--- src/rtl/mem_port_arbiter_pkg.sv ---
// Shared encodings for the two-port main-memory arbiter.
package mem_port_arbiter_pkg;

  typedef enum logic [1:0] {
    ST_IDLE = 2'd0,
    ST_WAIT = 2'd1,
    ST_DONE = 2'd2
  } state_t;

  localparam logic PORT_I = 1'b0;
  localparam logic PORT_D = 1'b1;

endpackage

--- src/rtl/mem_port_arbiter_rr_arb2.sv ---
// Two-way round-robin pick: a lone requester wins, a tie goes to the port that did not win last.
module rr_arb2
  import mem_port_arbiter_pkg::*;
(
  input  logic req0,
  input  logic req1,
  input  logic last,
  output logic gnt_valid,
  output logic gnt_idx
);

  always_comb begin
    gnt_valid = req0 | req1;
    gnt_idx   = PORT_I;
    if (req0 && req1) begin
      gnt_idx = ~last;
    end else if (req1) begin
      gnt_idx = PORT_D;
    end
  end

endmodule

--- src/rtl/mem_port_arbiter.sv ---
// Shares one slow main-memory port between I-cache (port 0) and D-cache (port 1),
// sequencing each single-word access over MEM_LATENCY wait cycles with a one-cycle ack.
module mem_port_arbiter
  import mem_port_arbiter_pkg::*;
#(
  parameter int MEM_LATENCY  = 50,
  parameter int MEM_ADDR_LEN = 13
) (
  input  logic                    clk,
  input  logic                    rst,
  input  logic                    req0,
  input  logic                    req1,
  input  logic                    we0,
  input  logic                    we1,
  input  logic [31:0]             addr0,
  input  logic [31:0]             addr1,
  input  logic [31:0]             wdata0,
  input  logic [31:0]             wdata1,
  output logic [31:0]             rdata0,
  output logic [31:0]             rdata1,
  output logic                    ack0,
  output logic                    ack1,
  output logic                    mem_en,
  output logic                    mem_we,
  output logic [MEM_ADDR_LEN-1:0] mem_addr,
  output logic [31:0]             mem_wdata,
  input  logic [31:0]             mem_rdata,
  output logic                    busy,
  output logic [31:0]             cnt_gnt0,
  output logic [31:0]             cnt_gnt1,
  output logic [31:0]             cnt_conflict
);

  localparam int CNT_W = $clog2(MEM_LATENCY + 1);
  localparam logic [CNT_W-1:0] WAIT_LAST = CNT_W'(MEM_LATENCY - 1);

  state_t                  state, state_nxt;
  logic [CNT_W-1:0]        wait_cnt;
  logic                    wait_last;
  logic                    last;
  logic                    lat_port;
  logic                    lat_we;
  logic [MEM_ADDR_LEN-1:0] lat_addr;
  logic [31:0]             lat_wdata;
  logic                    gnt_valid;
  logic                    gnt_idx;

  rr_arb2 u_rr_arb2 (
    .req0      (req0),
    .req1      (req1),
    .last      (last),
    .gnt_valid (gnt_valid),
    .gnt_idx   (gnt_idx)
  );

  assign wait_last = (wait_cnt == WAIT_LAST);

  always_ff @(posedge clk or posedge rst) begin
    if (rst) begin
      state <= ST_IDLE;
    end else begin
      state <= state_nxt;
    end
  end

  always_comb begin
    state_nxt = state;
    mem_en    = 1'b0;
    mem_we    = 1'b0;
    busy      = 1'b0;
    ack0      = 1'b0;
    ack1      = 1'b0;
    case (state)
      ST_IDLE: begin
        if (gnt_valid) state_nxt = ST_WAIT;
      end
      ST_WAIT: begin
        mem_en = 1'b1;
        mem_we = lat_we;
        busy   = 1'b1;
        if (wait_last) state_nxt = ST_DONE;
      end
      ST_DONE: begin
        busy      = 1'b1;
        ack0      = (lat_port == PORT_I);
        ack1      = (lat_port == PORT_D);
        state_nxt = ST_IDLE;
      end
      default: state_nxt = ST_IDLE;
    endcase
  end

  // Address/data come straight from the latches so every WAIT cycle presents the same access.
  assign mem_addr  = lat_addr;
  assign mem_wdata = lat_wdata;

  always_ff @(posedge clk or posedge rst) begin
    if (rst) begin
      wait_cnt     <= '0;
      last         <= PORT_I;
      lat_port     <= PORT_I;
      lat_we       <= 1'b0;
      lat_addr     <= '0;
      lat_wdata    <= '0;
      rdata0       <= '0;
      rdata1       <= '0;
      cnt_gnt0     <= '0;
      cnt_gnt1     <= '0;
      cnt_conflict <= '0;
    end else begin
      case (state)
        ST_IDLE: begin
          if (gnt_valid) begin
            lat_port  <= gnt_idx;
            lat_we    <= gnt_idx ? we1 : we0;
            lat_addr  <= gnt_idx ? addr1[MEM_ADDR_LEN+1:2] : addr0[MEM_ADDR_LEN+1:2];
            lat_wdata <= gnt_idx ? wdata1 : wdata0;
            wait_cnt  <= '0;
            last      <= gnt_idx;
            if (gnt_idx == PORT_D) cnt_gnt1 <= cnt_gnt1 + 32'd1;
            else                   cnt_gnt0 <= cnt_gnt0 + 32'd1;
            if (req0 && req1) cnt_conflict <= cnt_conflict + 32'd1;
          end
        end
        ST_WAIT: begin
          wait_cnt <= wait_cnt + CNT_W'(1);
          // Sync RAM data for the held address is stable by the last wait cycle.
          if (wait_last && !lat_we) begin
            if (lat_port == PORT_D) rdata1 <= mem_rdata;
            else                    rdata0 <= mem_rdata;
          end
        end
        default: ;
      endcase
    end
  end

endmodule

--- config.mk ---
export PLATFORM = sky130hd
export DESIGN_NAME = mem_port_arbiter
export DESIGN_NICKNAME = d
export VERILOG_FILES = /design/src/rtl/mem_port_arbiter_pkg.sv /design/src/rtl/mem_port_arbiter_rr_arb2.sv /design/src/rtl/mem_port_arbiter.sv
export SDC_FILE = /design/constraint.sdc
export NUM_CORES = 1
export LEC_CHECK = 0
export BUFFER_PORTS_ARGS = -buffer_cell sky130_fd_sc_hd__buf_2
export CORE_AREA = 2 2 145 147
export DETAILED_ROUTE_END_ITERATION = 7
export DIE_AREA = 0 0 147 149
export PLACE_DENSITY = 0.76
export SLEW_MARGIN = 20
export SYNTH_ARGS = -nofsm -noshare
export SYNTH_HDL_FRONTEND = slang
export SYNTH_SLANG_ARGS = --single-unit
--- constraint.sdc ---
create_clock -name clk -period 14.1 [get_ports clk]
set_input_delay 2.82 -clock clk [delete_from_list [all_inputs] [get_ports clk]]
set_output_delay 2.82 -clock clk [all_outputs]
set_load 0.01 [all_outputs]
After elaboration in Yosys (flattened, before gate mapping)
Index checks and enable logic that the tools add are counted.

cells by class
  add/sub/neg operators = 4
  $mul = 0
  divide/modulo/power cells = 0
  $lt $le $gt $ge = 0
  equal/unequal tests = 5
  shift-type cells = 0
  mux-type cells = 15
  bitwise operators = 3
  reduce and logical (&&, ||, !) cells = 14

operator list
  operator                                              count
  adder 32 x 1 -> 32 bit (second input constant)        3
  two-way mux 32 bit                                    1
  AND reduction 3 bit                                   5
  two-way mux 13 bit                                    1
  case mux 6 bit (2 select lines)                       1
  two-way mux 1 bit                                     8
  adder 6 x 1 -> 6 bit (second input constant)          1
  equality test 6 bit (second input constant)           1
  two-way mux 6 bit                                     1
  AND reduction 2 bit                                   3
  two-way mux 2 bit                                     2
  inequality test 2 bit (second input constant)         2
  case mux 2 bit (2 select lines)                       1
  equality test 2 x 1 -> 1 bit (second input constant)  1
  equality test 2 bit (second input constant)           1
  logical AND 1 bit                                     2
  zero test 2 bit                                       1
  NOT 1 bit                                             2
  nonzero test 2 bit                                    1
  OR reduction 2 bit                                    1
  zero test 1 bit                                       1
  OR 1 bit                                              1

storage, ports and cells
  bits in registers = 215
  latch bits = 0
  memory bits (writable) = 0
  memory bits (read-only) = 0
  bits of input ports = 166
  output and inout port bits = 210
  logic and storage cells = 52
  memories kept = 0

Depth between registers and ports, before layout
Gate-level depths: netlist of run 1.

  depth after elaboration = 4
  gate-level depth with buffers = 9
  mapped depth without buffers = 7

Cells and area by module
A second synthesis of run 1 with hierarchy kept.

unflattened totals
  cell total of the unflattened synthesis = 796
  area total of the unflattened synthesis = 9385.3 um^2

by module, submodules not included
  module            instances  cells an instance  area an instance (um^2)  sequential area each (um^2)
  mem_port_arbiter  1          794                9371.5                   5380.2
  rr_arb2           1          2                  13.8                     0.0

Least setup slack after synthesis of run 1
Ideal clock, no wire load.

  kind = input to register
  start = input port req1
  end = register cnt_gnt0[31]
  setup time = 124 ps
  arrival time = 4321 ps
  path slack = 9655 ps
  stages = 7
  cells stage by stage = buf_2 nor2b_4 or4_4 buf_6 nor4_4 nand4_1 xnor2_1

between the ends
  longest elaborated chain between the ends = 4
  elaborated cells between the ends (all ways) = 6
  classes of those cells = mux: 2; bitwise: 2; reduce/logical: 2

ends and longest elaborated chain
  what                                                    RTL line                                                        RTL
  from (decl)                                             mem_port_arbiter.sv:12                                          input logic req1,
  two-way mux 1 bit or logical AND 1 bit (tied branches)  mem_port_arbiter_rr_arb2.sv:17, mem_port_arbiter_rr_arb2.sv:15
  two-way mux 1 bit                                       mem_port_arbiter_rr_arb2.sv:15                                  if (req0 && req1) begin
  NOT 1 bit (no source line)                              -
  AND reduction 3 bit (no source line) *                  -
  to (signal assigned)                                    mem_port_arbiter.sv:121                                         else cnt_gnt0 <= cnt_gnt0 + 32'd1;
  to (decl)                                               mem_port_arbiter.sv:29                                          output logic [31:0] cnt_gnt0,

Mark *: on every way between the ends. The rest lies on a longest branch, timed or not.
A chain may end at the register's enable or synchronous reset.

Worst setup path after layout of run 1
  start = register state[1]
  end = output port mem_we

between the ends
  longest elaborated chain between the ends = 2

ends and longest elaborated chain
  what                          RTL line                RTL
  from (decl)                   mem_port_arbiter.sv:37  state_t state, state_nxt;
  from (signal assigned)        mem_port_arbiter.sv:62  state <= state_nxt;
  equality test 2 x 1 -> 1 bit  mem_port_arbiter.sv:73  case (state)
  two-way mux 1 bit             mem_port_arbiter.sv:73
  to (decl)                     mem_port_arbiter.sv:24  output logic mem_we,

Every way passes these cells.

==> flow_metrics.env, run 1 <==
export IMPL_status="finished, final reports clean"
export IMPL_cts_sinks=215
export IMPL_crit_path_max_fanout=13
export IMPL_syn_area_um2=9240
export IMPL_start_util_pct=45.0
export IMPL_clock_skew_ps=11.2
export IMPL_cp_required_ps=11280
export IMPL_syn2layout_area_growth_pct=30.4
export IMPL_grt_ovfl_total=0
export IMPL_synth_seq_cells=215
export IMPL_via_per_inst=5.01
export IMPL_cts_root_buf="clkbuf_16"
export IMPL_drcViolationCount=0
export IMPL_drt_iter0_drc=222
export IMPL_rsz0062_at_grt="false"
export IMPL_drt_wl_total_mm=22.6
export IMPL_synth_avg_cell_area_um2=12.1
export IMPL_maxClockFrequency_ghz=0.216
export IMPL_grt_usage_pct=20.4
export IMPL_crit_type="flip-flop to primary output"
export IMPL_synth_edf_count=0
export IMPL_drive_gt1_share_pct=40.7
export IMPL_syn_inst=765
export IMPL_fillers=1749
export IMPL_endpoint_kind="primary output"
export IMPL_rows=53
export IMPL_grt_pass1_wl_mm=36.5
export IMPL_port_buffers=337
export IMPL_tritoncts="built"
export IMPL_drv_cap=0
export IMPL_htreeDepth=1
export IMPL_io_pins=376
export IMPL_crit_arrival_ps=1810
export IMPL_relSlewSlack_pct=27.1
export IMPL_yosysUniqueCellTypes=42
export IMPL_postCtsResizedCells=0
export IMPL_synth_warnings=0
export IMPL_yosysSeqAreaShare_pct=58.2
export IMPL_min_period_ps=4630
export IMPL_cts_setup_buffers=0
export IMPL_fin_ws_ps=9470
export IMPL_ant_nets=0
export IMPL_ys_flop_type="dfrtp_1"
export IMPL_final_seq_area_um2=5380
export IMPL_dpl_hpwl_mm=16.1
export IMPL_finalCritPeriodShare_pct=32.9
export IMPL_wl_per_cell_um=16.2
export IMPL_grt_pass1_vias=6996
export IMPL_synth_top_cells_by_area="dfrtp_1 (58%), mux2_2 (8.2%), xnor2_1 (5.9%), mux2i_1 (4.8%), nand2_1 (3.6%)"
export IMPL_multi_input_area_um2=3750
export IMPL_start_kind="flip-flop"
export IMPL_min_path_type="flip-flop to flip-flop"
export IMPL_antenna_found_initial=0
export IMPL_hold_viol_final=0
export IMPL_synth_area_leader_cell="dfrtp_1"
export IMPL_dieArea_um2=21900
export IMPL_grt_max_degree=150
export IMPL_coreArea_um2=20600
export IMPL_cts_hold_buffers_added=0
export IMPL_synth_top_cell_area_share_pct=58.2
export IMPL_async_reset_ff_share_pct=100
export IMPL_finalSetupViolCount=0
export IMPL_fin_tns_setup_ps=0
export IMPL_clock_latency_ps=510
export IMPL_insertedDiodeCount=0
export IMPL_clock_path_buffers=3
export IMPL_cts_inserted_buffers=24
export IMPL_final_nets=1280
export IMPL_die_w_um=147
export IMPL_drt_first_pass_iters=6
export IMPL_path_clk_slew_ps=60
export IMPL_ir_drop_mv=0.0951
export IMPL_p_per_area_nw_per_um2=150
export IMPL_slew_violations=0
export IMPL_worst_slew_pin_transition_ps=1080
export IMPL_die_h_um=149
export IMPL_post_place_ws_ps=9160
export IMPL_syn_nets=939
export IMPL_num_vias=6983
export IMPL_globalplace_congestion=0.802
export IMPL_p_leak_nw=6.49
==> routing by layer <==
metal / vias up / share of wire, % / track usage [%]
met1: 3366 / 41 / 25.6
met3: 42 / 7.3 / 4.86
met4: 0 / 2.5 / 5.82
li1: 3340 / - / -
met2: 235 / 49 / 35.3
met5: - / 0 / 0
==> logic make-up after synthesis <==
group | Yosys count | synth area share [%]
buffers and inverters | 35 | 1.72
adders and majority gates | 8 | 1.08
xor gates and xnor gates | 95 | 9.00
AOI/OAI and AO/OA | 56 | 3.34
muxes | 112 | 13.0
and+or+nand+nor | 244 | 13.6
DFF | 215 | 58.2
==> sequential cells by signal (all words and copies together), names as in the netlist <==
signal and count:
mem_wdata 32, lat_port 1, wait_cnt 6, state 2
lat_we 1, rdata1 32, cnt_conflict 32, rdata0 32
cnt_gnt1 32, mem_addr 13, cnt_gnt0 32
==> power breakdown <==
| group | total [W] | internal, W | switching [W] |
|---|---|---|---|
| Combinational | 0.000386 | 0.000162 | 0.000224 |
| Clock | 0.000638 | 0.000398 | 0.000239 |
| Sequential | 0.000787 | 0.000711 | 0.0000756 |
==> through the flow <==
stage	hold WS, ps	area (um^2)	util (%)	std cells	power (W)
2_1_floorplan	486	9240	-	765	0.00102
3_3_place_gp	456	11200	54.6	1355	0.00117
3_5_place_dp	463	11200	54.6	1355	0.00119
4_1_cts	471	12000	58.6	1395	0.00184
5_1_grt	478	12000	58.6	1395	0.00192
6_report	467	12000	58.6	1395	0.00181
==> cell usage after synthesis (2+ instances only) <==
cell type	instances
nor2_1	28
mux2_2	67
a22o_1	2
a21oi_1	2
nand2b_1	3
or3_1	2
nand2_1	88
xnor2_1	62
nor3_1	10
nand3_1	39
a222oi_1	3
nand4_1	22
clkbuf_1	12
inv_1	8
and3_1	13
dfrtp_1	215
and2_1	8
nor3_2	2
ha_1	8
mux2i_1	44
xor2_1	33
buf_2	13
and4_1	11
nor4_1	7
o21ai_0	46
==> final cells by class <==
cell class,count,area share [%]
clock inverters,5,0.893
multi-input cells,515,31.1
repair buffers,342,14.3
inverters,8,0.353
clock buffers,35,5.84
well taps,275,2.86
flip-flops and latches,215,44.7
==> worst max-delay path, cell delays in order, from the launching register on <==
cell	delay [ps]
dfrtp_1	400
inv_1	80
ha_1	430
and2_1	240
buf_2	150
==> layout by cell type, fill, tap and decap left out, drive strengths merged, types with 11 or more instances in the layout <==
| master | n |
|---|---|
| o21ai | 47 |
| nor3 | 12 |
| nor2 | 28 |
| clkbuf | 35 |
| and3 | 13 |
| dfrtp | 215 |
| xnor2 | 62 |
| nand3 | 39 |
| mux2 | 68 |
| and4 | 11 |
| buf | 342 |
| mux2i | 44 |
| nand2 | 89 |
| xor2 | 33 |
| nand4 | 22 |
==> path summary, 6_finish.rpt <==
path	from	to	slack [ps]	depth (start not counted)
hold reg to reg	cnt_gnt0[31]$_DFFE_PP0P_	cnt_gnt0[31]$_DFFE_PP0P_	470	1
setup / recovery	state[1]$_DFFE_PP0P_	mem_we	9470	4
hold / removal	cnt_gnt0[31]$_DFFE_PP0P_	cnt_gnt0[31]$_DFFE_PP0P_	470	1
min in group asynchronous	rst	mem_wdata[25]$_DFFE_PP0P_	2400	2
setup reg to reg	state[0]$_DFFE_PP0P_	cnt_gnt0[28]$_DFFE_PP0P_	11200	7
max in group asynchronous	rst	mem_wdata[26]$_DFFE_PP0P_	10280	3
No activity file was read; power rests on OpenSTA's default activity.
==> inputs of run 2 (changes only) <==
--- a/config.mk
+++ b/config.mk
@@ -6,10 +6,10 @@
 export NUM_CORES = 1
 export LEC_CHECK = 0
 export BUFFER_PORTS_ARGS = -buffer_cell sky130_fd_sc_hd__buf_2
-export CORE_AREA = 2 2 145 147
+export CORE_ASPECT_RATIO = 0.8
+export CORE_UTILIZATION = 44
 export DETAILED_ROUTE_END_ITERATION = 7
-export DIE_AREA = 0 0 147 149
-export PLACE_DENSITY = 0.76
+export PLACE_DENSITY = 0.77
 export SLEW_MARGIN = 20
 export SYNTH_ARGS = -nofsm -noshare
 export SYNTH_HDL_FRONTEND = slang
==> constraint.sdc (replaced) <==
create_clock -name clk -period 4.2 [get_ports clk]
set_input_delay 0.84 -clock clk [delete_from_list [all_inputs] [get_ports clk]]
set_output_delay 0.84 -clock clk [all_outputs]
set_load 0.01 [all_outputs]
==> run 2 against run 1 <==
Die area down 1.4%; core utilization shrank 0.20 points; non-clock buffer count rose by 4; first-iteration DRC count is 87% higher; design area about the same; global-route usage is 0.39 points higher; clock power rose to 3.3 times the previous value; sequential power grew to 3.3 times the previous value; final cell count hardly changed; clock-buffer cell count increased by 1; total power rose to 3.3 times the previous value; setup slack lost 8000 ps; critical endpoint is now cnt_gnt1[31]$_DFFE_PP0P_; highest routed layer unchanged.
==> flow_metrics.env, run 2 (synthesis results as in run 1) <==
export IMPL_status="finished, final reports clean"
export IMPL_endpoint_kind="flip-flop"
export IMPL_cts_inserted_buffers=23
export IMPL_via_per_inst=5.03
export IMPL_p_per_area_nw_per_um2=500
export IMPL_min_period_ps=2720
export IMPL_seqPwrFrac_pct=43.7
export IMPL_cts_root_buf="clkbuf_16"
export IMPL_crit_arrival_ps=3110
export IMPL_grt_usage_pct=20.7
export IMPL_start_util_pct=44.8
export IMPL_grt_pass1_vias=6919
export IMPL_drive_gt1_share_pct=40.8
export IMPL_finalCritPeriodShare_pct=64.7
export IMPL_drt_iter0_drc=416
export IMPL_p_int_w=0.00423
export IMPL_die_h_um=132
export IMPL_finalSetupViolCount=0
export IMPL_coreArea_um2=20600
export IMPL_grt_pass1_wl_mm=35.9
export IMPL_clock_skew_ps=11.4
export IMPL_antenna_found_initial=1
export IMPL_dpl_hpwl_mm=16.6
export IMPL_syn2layout_area_growth_pct=30.4
export IMPL_cts_hold_buffers_added=0
export IMPL_grt_ovfl_total=0
export IMPL_clock_power_share_pct=34.6
export IMPL_drt_wl_total_mm=22.7
export IMPL_cts_setup_buffers=0
export IMPL_rows=47
export IMPL_hold_viol_final=0
export IMPL_tritoncts="built"
export IMPL_cp_required_ps=4590
export IMPL_num_vias=7023
export IMPL_fin_tns_setup_ps=0
export IMPL_final_area_um2=12100
export IMPL_min_path_type="primary input to async pin"
export IMPL_crit_type="flip-flop to flip-flop"
export IMPL_path_clk_slew_ps=60
export IMPL_dpl_instance_area_um2=11300
export IMPL_worst_slew_pin_transition_ps=1040
export IMPL_htreeDepth=1
export IMPL_relSlewSlack_pct=29.8
export IMPL_globalplace_congestion=0.811
export IMPL_io_pins=376
export IMPL_die_w_um=164
export IMPL_wl_per_cell_um=16.3
export IMPL_p_leak_nw=6.50
export IMPL_final_nets=1283
export IMPL_drt_first_pass_iters=4
export IMPL_maxClockFrequency_ghz=0.368
export IMPL_p_switching_w=0.00180
export IMPL_cts_sinks=215
export IMPL_grt_max_degree=130
export IMPL_crit_path_max_fanout=10
export IMPL_clock_latency_ps=500
export IMPL_fin_ws_ps=1480
export IMPL_start_kind="flip-flop"
export IMPL_ant_nets=0
export IMPL_slew_violations=0
export IMPL_post_place_ws_ps=1400
export IMPL_drv_cap=0
export IMPL_ir_drop_mv=0.422
export IMPL_final_cell_mix="buf_2 (337), dfrtp_1 (215), nand2_1 (88)"
export IMPL_swShare_pct=29.9
export IMPL_reg2regPathDepth=7
export IMPL_port_buffers=337
export IMPL_dieArea_um2=21600
export IMPL_p_comb_share_pct=21.7
export IMPL_rsz0062_at_grt="false"
export IMPL_postCtsResizedCells=0
export IMPL_clock_path_buffers=3
export IMPL_drcViolationCount=0
export IMPL_mostFrequentLayoutCell="buf_2"
[run 2: final cells by class]
cell class | count | area [um^2]
clock inverter | 6 | 109
timing repair buffer | 346 | 1780
antenna | 1 | 2.50
multi-input combinational | 515 | 3740
clock buffer | 36 | 674
inverter | 8 | 33.8
sequential | 215 | 5380
fill | 1744 | 8590
tap | 269 | 337
[run 2: power groups by stage]
stage               clock network [W]  registers (W)  logic, W
detailed placement                  0        0.00267   0.00133
CTS                           0.00214        0.00264   0.00133
global placement                    0        0.00266   0.00129
finish                        0.00209        0.00263   0.00131
floorplan                           0        0.00278  0.000634
global route                  0.00222        0.00269   0.00147
[run 2: worst paths after layout]
path / startpoint / end / slack (ps)
hold / removal: rst / rdata0[5]$_DFFE_PP0P_ / 390
setup / recovery: state[1]$_DFFE_PP0P_ / cnt_gnt1[31]$_DFFE_PP0P_ / 1480
setup reg to reg: state[1]$_DFFE_PP0P_ / cnt_gnt1[31]$_DFFE_PP0P_ / 1480
hold reg to reg: cnt_gnt1[31]$_DFFE_PP0P_ / cnt_gnt1[31]$_DFFE_PP0P_ / 470
max in group asynchronous: rst / cnt_conflict[31]$_DFFE_PP0P_ / 2710
min in group clk: cnt_gnt1[31]$_DFFE_PP0P_ / cnt_gnt1[31]$_DFFE_PP0P_ / 470
[run 2: critical path, cell delays in order (launching register included)]
cell     delay (ps)
dfrtp_1         400
inv_1            90
ha_1            400
and2_1          270
nand3_1         180
nor4_1          890
nand4_1         200
xnor2_1         170
[run 2: metal layers]
metal | vias up | track usage, % | wire [um]
li1 | 3348 | - | -
met1 | 3374 | 27.0 | 9490
met2 | 258 | 34.0 | 10600
met3 | 43 | 5.74 | 2040
met4 | 0 | 5.20 | 527
met5 | - | 0 | 0
[run 2: through the flow]
| stage | cells | power [W] | hold WS [ps] | utilization (%) |
|---|---|---|---|---|
| floorplan | 765 | 0.00341 | 486 | - |
| global placement | 1353 | 0.00395 | 455 | 54.6 |
| detailed placement | 1353 | 0.00400 | 465 | 54.6 |
| CTS | 1395 | 0.00611 | 378 | 58.4 |
| global route | 1396 | 0.00637 | 419 | 58.4 |
| finish | 1396 | 0.00603 | 391 | 58.4 |
==> inputs of run 3 (changes only) <==
--- a/config.mk
+++ b/config.mk
@@ -6,10 +6,10 @@
 export NUM_CORES = 1
 export LEC_CHECK = 0
 export BUFFER_PORTS_ARGS = -buffer_cell sky130_fd_sc_hd__buf_2
-export CORE_ASPECT_RATIO = 0.8
-export CORE_UTILIZATION = 44
+export CORE_AREA = 2 2 145 147
 export DETAILED_ROUTE_END_ITERATION = 7
-export PLACE_DENSITY = 0.77
+export DIE_AREA = 0 0 147 149
+export PLACE_DENSITY = 0.76
 export SLEW_MARGIN = 20
 export SYNTH_ARGS = -nofsm -noshare
 export SYNTH_HDL_FRONTEND = slang
==> constraint.sdc (replaced) <==
create_clock -name clk -period 2.7 [get_ports clk]
set_input_delay 0.54 -clock clk [delete_from_list [all_inputs] [get_ports clk]]
set_output_delay 0.54 -clock clk [all_outputs]
set_load 0.01 [all_outputs]
==> run 3 against run 2 <==
Critical path depth did not move; critical path type unchanged; fmax increased by 11%; sequential share of layout area shrank 0.60 points; first-iteration DRC count is 44% lower; design area up 1.4%; total power grew 56%; largest cell class unchanged.
==> flow_metrics.env, run 3 (synthesis results as in run 1) <==
export IMPL_ir_drop_mv=0.581
export IMPL_final_nets=1299
export IMPL_crit_type="flip-flop to flip-flop"
export IMPL_crit_path_max_fanout=6
export IMPL_port_buffers=337
export IMPL_cts_inserted_buffers=24
export IMPL_ant_nets=0
export IMPL_grt_pass1_vias=7209
export IMPL_drt_iter0_drc=232
export IMPL_tritoncts="built"
export IMPL_htreeDepth=1
export IMPL_relSlewSlack_pct=54.1
export IMPL_path_clk_slew_ps=60
export IMPL_cts_hold_buffers_added=0
export IMPL_drv_cap=0
export IMPL_cts_setup_buffers=0
export IMPL_start_util_pct=45.0
export IMPL_cts_root_buf="clkbuf_16"
export IMPL_maxClockFrequency_ghz=0.408
export IMPL_globalplace_congestion=0.805
export IMPL_cp_required_ps=3090
export IMPL_p_per_area_nw_per_um2=769
export IMPL_hold_viol_final=0
export IMPL_cts_sinks=215
export IMPL_worst_slew_pin_transition_ps=688
export IMPL_clock_latency_ps=510
export IMPL_die_w_um=147
export IMPL_wl_per_cell_um=16.4
export IMPL_via_per_inst=5.03
export IMPL_syn2layout_area_growth_pct=32.2
export IMPL_drive_gt1_share_pct=41.7
export IMPL_mostFrequentLayoutCell="buf_2"
export IMPL_endpoint_kind="flip-flop"
export IMPL_drt_wl_total_mm=23.2
export IMPL_slew_violations=0
export IMPL_postCtsResizedCells=0
export IMPL_final_cell_count_no_fill=1417
export IMPL_grt_pass1_wl_mm=37.5
export IMPL_die_h_um=149
export IMPL_clock_skew_ps=17.1
export IMPL_grt_ovfl_total=0
export IMPL_coreArea_um2=20600
export IMPL_drcViolationCount=0
export IMPL_critPathMaxStageDelay_ps=650
export IMPL_drt_first_pass_iters=4
export IMPL_finalSetupViolCount=0
export IMPL_multi_input_area_um2=3740
export IMPL_finalCritPeriodShare_pct=90.7
export IMPL_place_inst=1374
export IMPL_grt_usage_pct=21.1
export IMPL_num_vias=7134
export IMPL_crit_arrival_ps=2840
export IMPL_final_cell_mix="buf_2 (337), dfrtp_1 (215), nand2_1 (88)"
export IMPL_crit_slowest_cell="or4_1"
export IMPL_grt_max_degree=91
export IMPL_rsz0062_at_grt="false"
export IMPL_final_util_pct=59.4
export IMPL_status="finished, final reports clean"
export IMPL_min_path_type="primary input to async pin"
export IMPL_io_pins=376
export IMPL_fin_tns_setup_ps=0
export IMPL_dieArea_um2=21900
export IMPL_fillers=1723
export IMPL_min_period_ps=2450
export IMPL_final_area_um2=12200
export IMPL_p_leak_nw=6.59
export IMPL_start_kind="flip-flop"
export IMPL_dpl_instance_area_um2=11500
export IMPL_clock_path_buffers=3
export IMPL_antenna_found_initial=2
export IMPL_final_seq_area_um2=5380
export IMPL_dpl_hpwl_mm=17.0
export IMPL_rows=53
export IMPL_crit_chain="inv_1, ha_1, nand3_1, or4_1, nor3_2, nand4_1, xnor2_1"
## run 3: changes by cell type in the layout (fill, tap and decap cells not counted)
| cell | previous run | this run |
|---|---|---|
| clkbuf_16 | 23 | 25 |
| buf_4 | 7 | 17 |
| clkbuf_1 | 8 | 6 |
| clkbuf_8 | 5 | 4 |
| clkinv_2 | 2 | 4 |
| buf_12 | 2 | 7 |
| diode_2 | 1 | 2 |
| bufinv_16 | 3 | 1 |
## run 3: cell type report
cell class	count	share of cell area, %
Tap cell	275	2.82
Clock inverter	6	0.481
Inverter	8	0.276
Clock buffer	35	5.75
Multi-Input combinational cell	515	30.6
Antenna cell	2	0.0410
Sequential cell	215	44.0
Timing Repair Buffer	361	16.0
## run 3: per-layer routing
layer	global-route usage [%]	part of all wire (%)	vias to the layer above
li1	-	-	3381
met2	37.3	50	246
met5	0	0	-
met3	4.89	7.3	42
met4	6.44	2.6	0
met1	25.8	40	3465
## run 3: through the flow
stage	worst slack, ps	total power (W)	hold WS [ps]
finish	251	0.00940	140
global route	66.1	0.00995	195
floorplan	-638	0.00531	486
global placement	330	0.00622	456
CTS	251	0.00949	150
detailed placement	266	0.00630	462
## run 3: path summary, 6_finish.rpt
path,startpoint,slack [ps],endpoint,depth (start not counted)
min reg2reg,cnt_gnt1[31]$_DFFE_PP0P_,460,cnt_gnt1[31]$_DFFE_PP0P_,1
max reg2reg,state[1]$_DFFE_PP0P_,250,cnt_conflict[27]$_DFFE_PP0P_,7
max in group asynchronous,rst,1820,rdata0[3]$_DFFE_PP0P_,3
max,state[1]$_DFFE_PP0P_,250,cnt_conflict[27]$_DFFE_PP0P_,7
min,rst,140,mem_wdata[29]$_DFFE_PP0P_,2
min in group clk,addr0[14],240,mem_addr[12]$_DFFE_PP0P_,3
## run 3: where the power goes
| group | total, W | leakage, nW | switching, W | internal [W] |
|---|---|---|---|---|
| Sequential | 0.00411 | 2.89 | 0.000400 | 0.00371 |
| Clock | 0.00317 | 0.378 | 0.00128 | 0.00189 |
| Combinational | 0.00212 | 3.33 | 0.00121 | 0.000910 |
## run 3: critical path: cells and delay by family, from the launching register on
kind	cells	cell delay, ps
XOR/XNOR	1	160
adder cells (fa/ha/maj)	1	310
buffers and inverters	1	90
flip-flops	1	400
AND/OR/NAND/NOR	4	1360
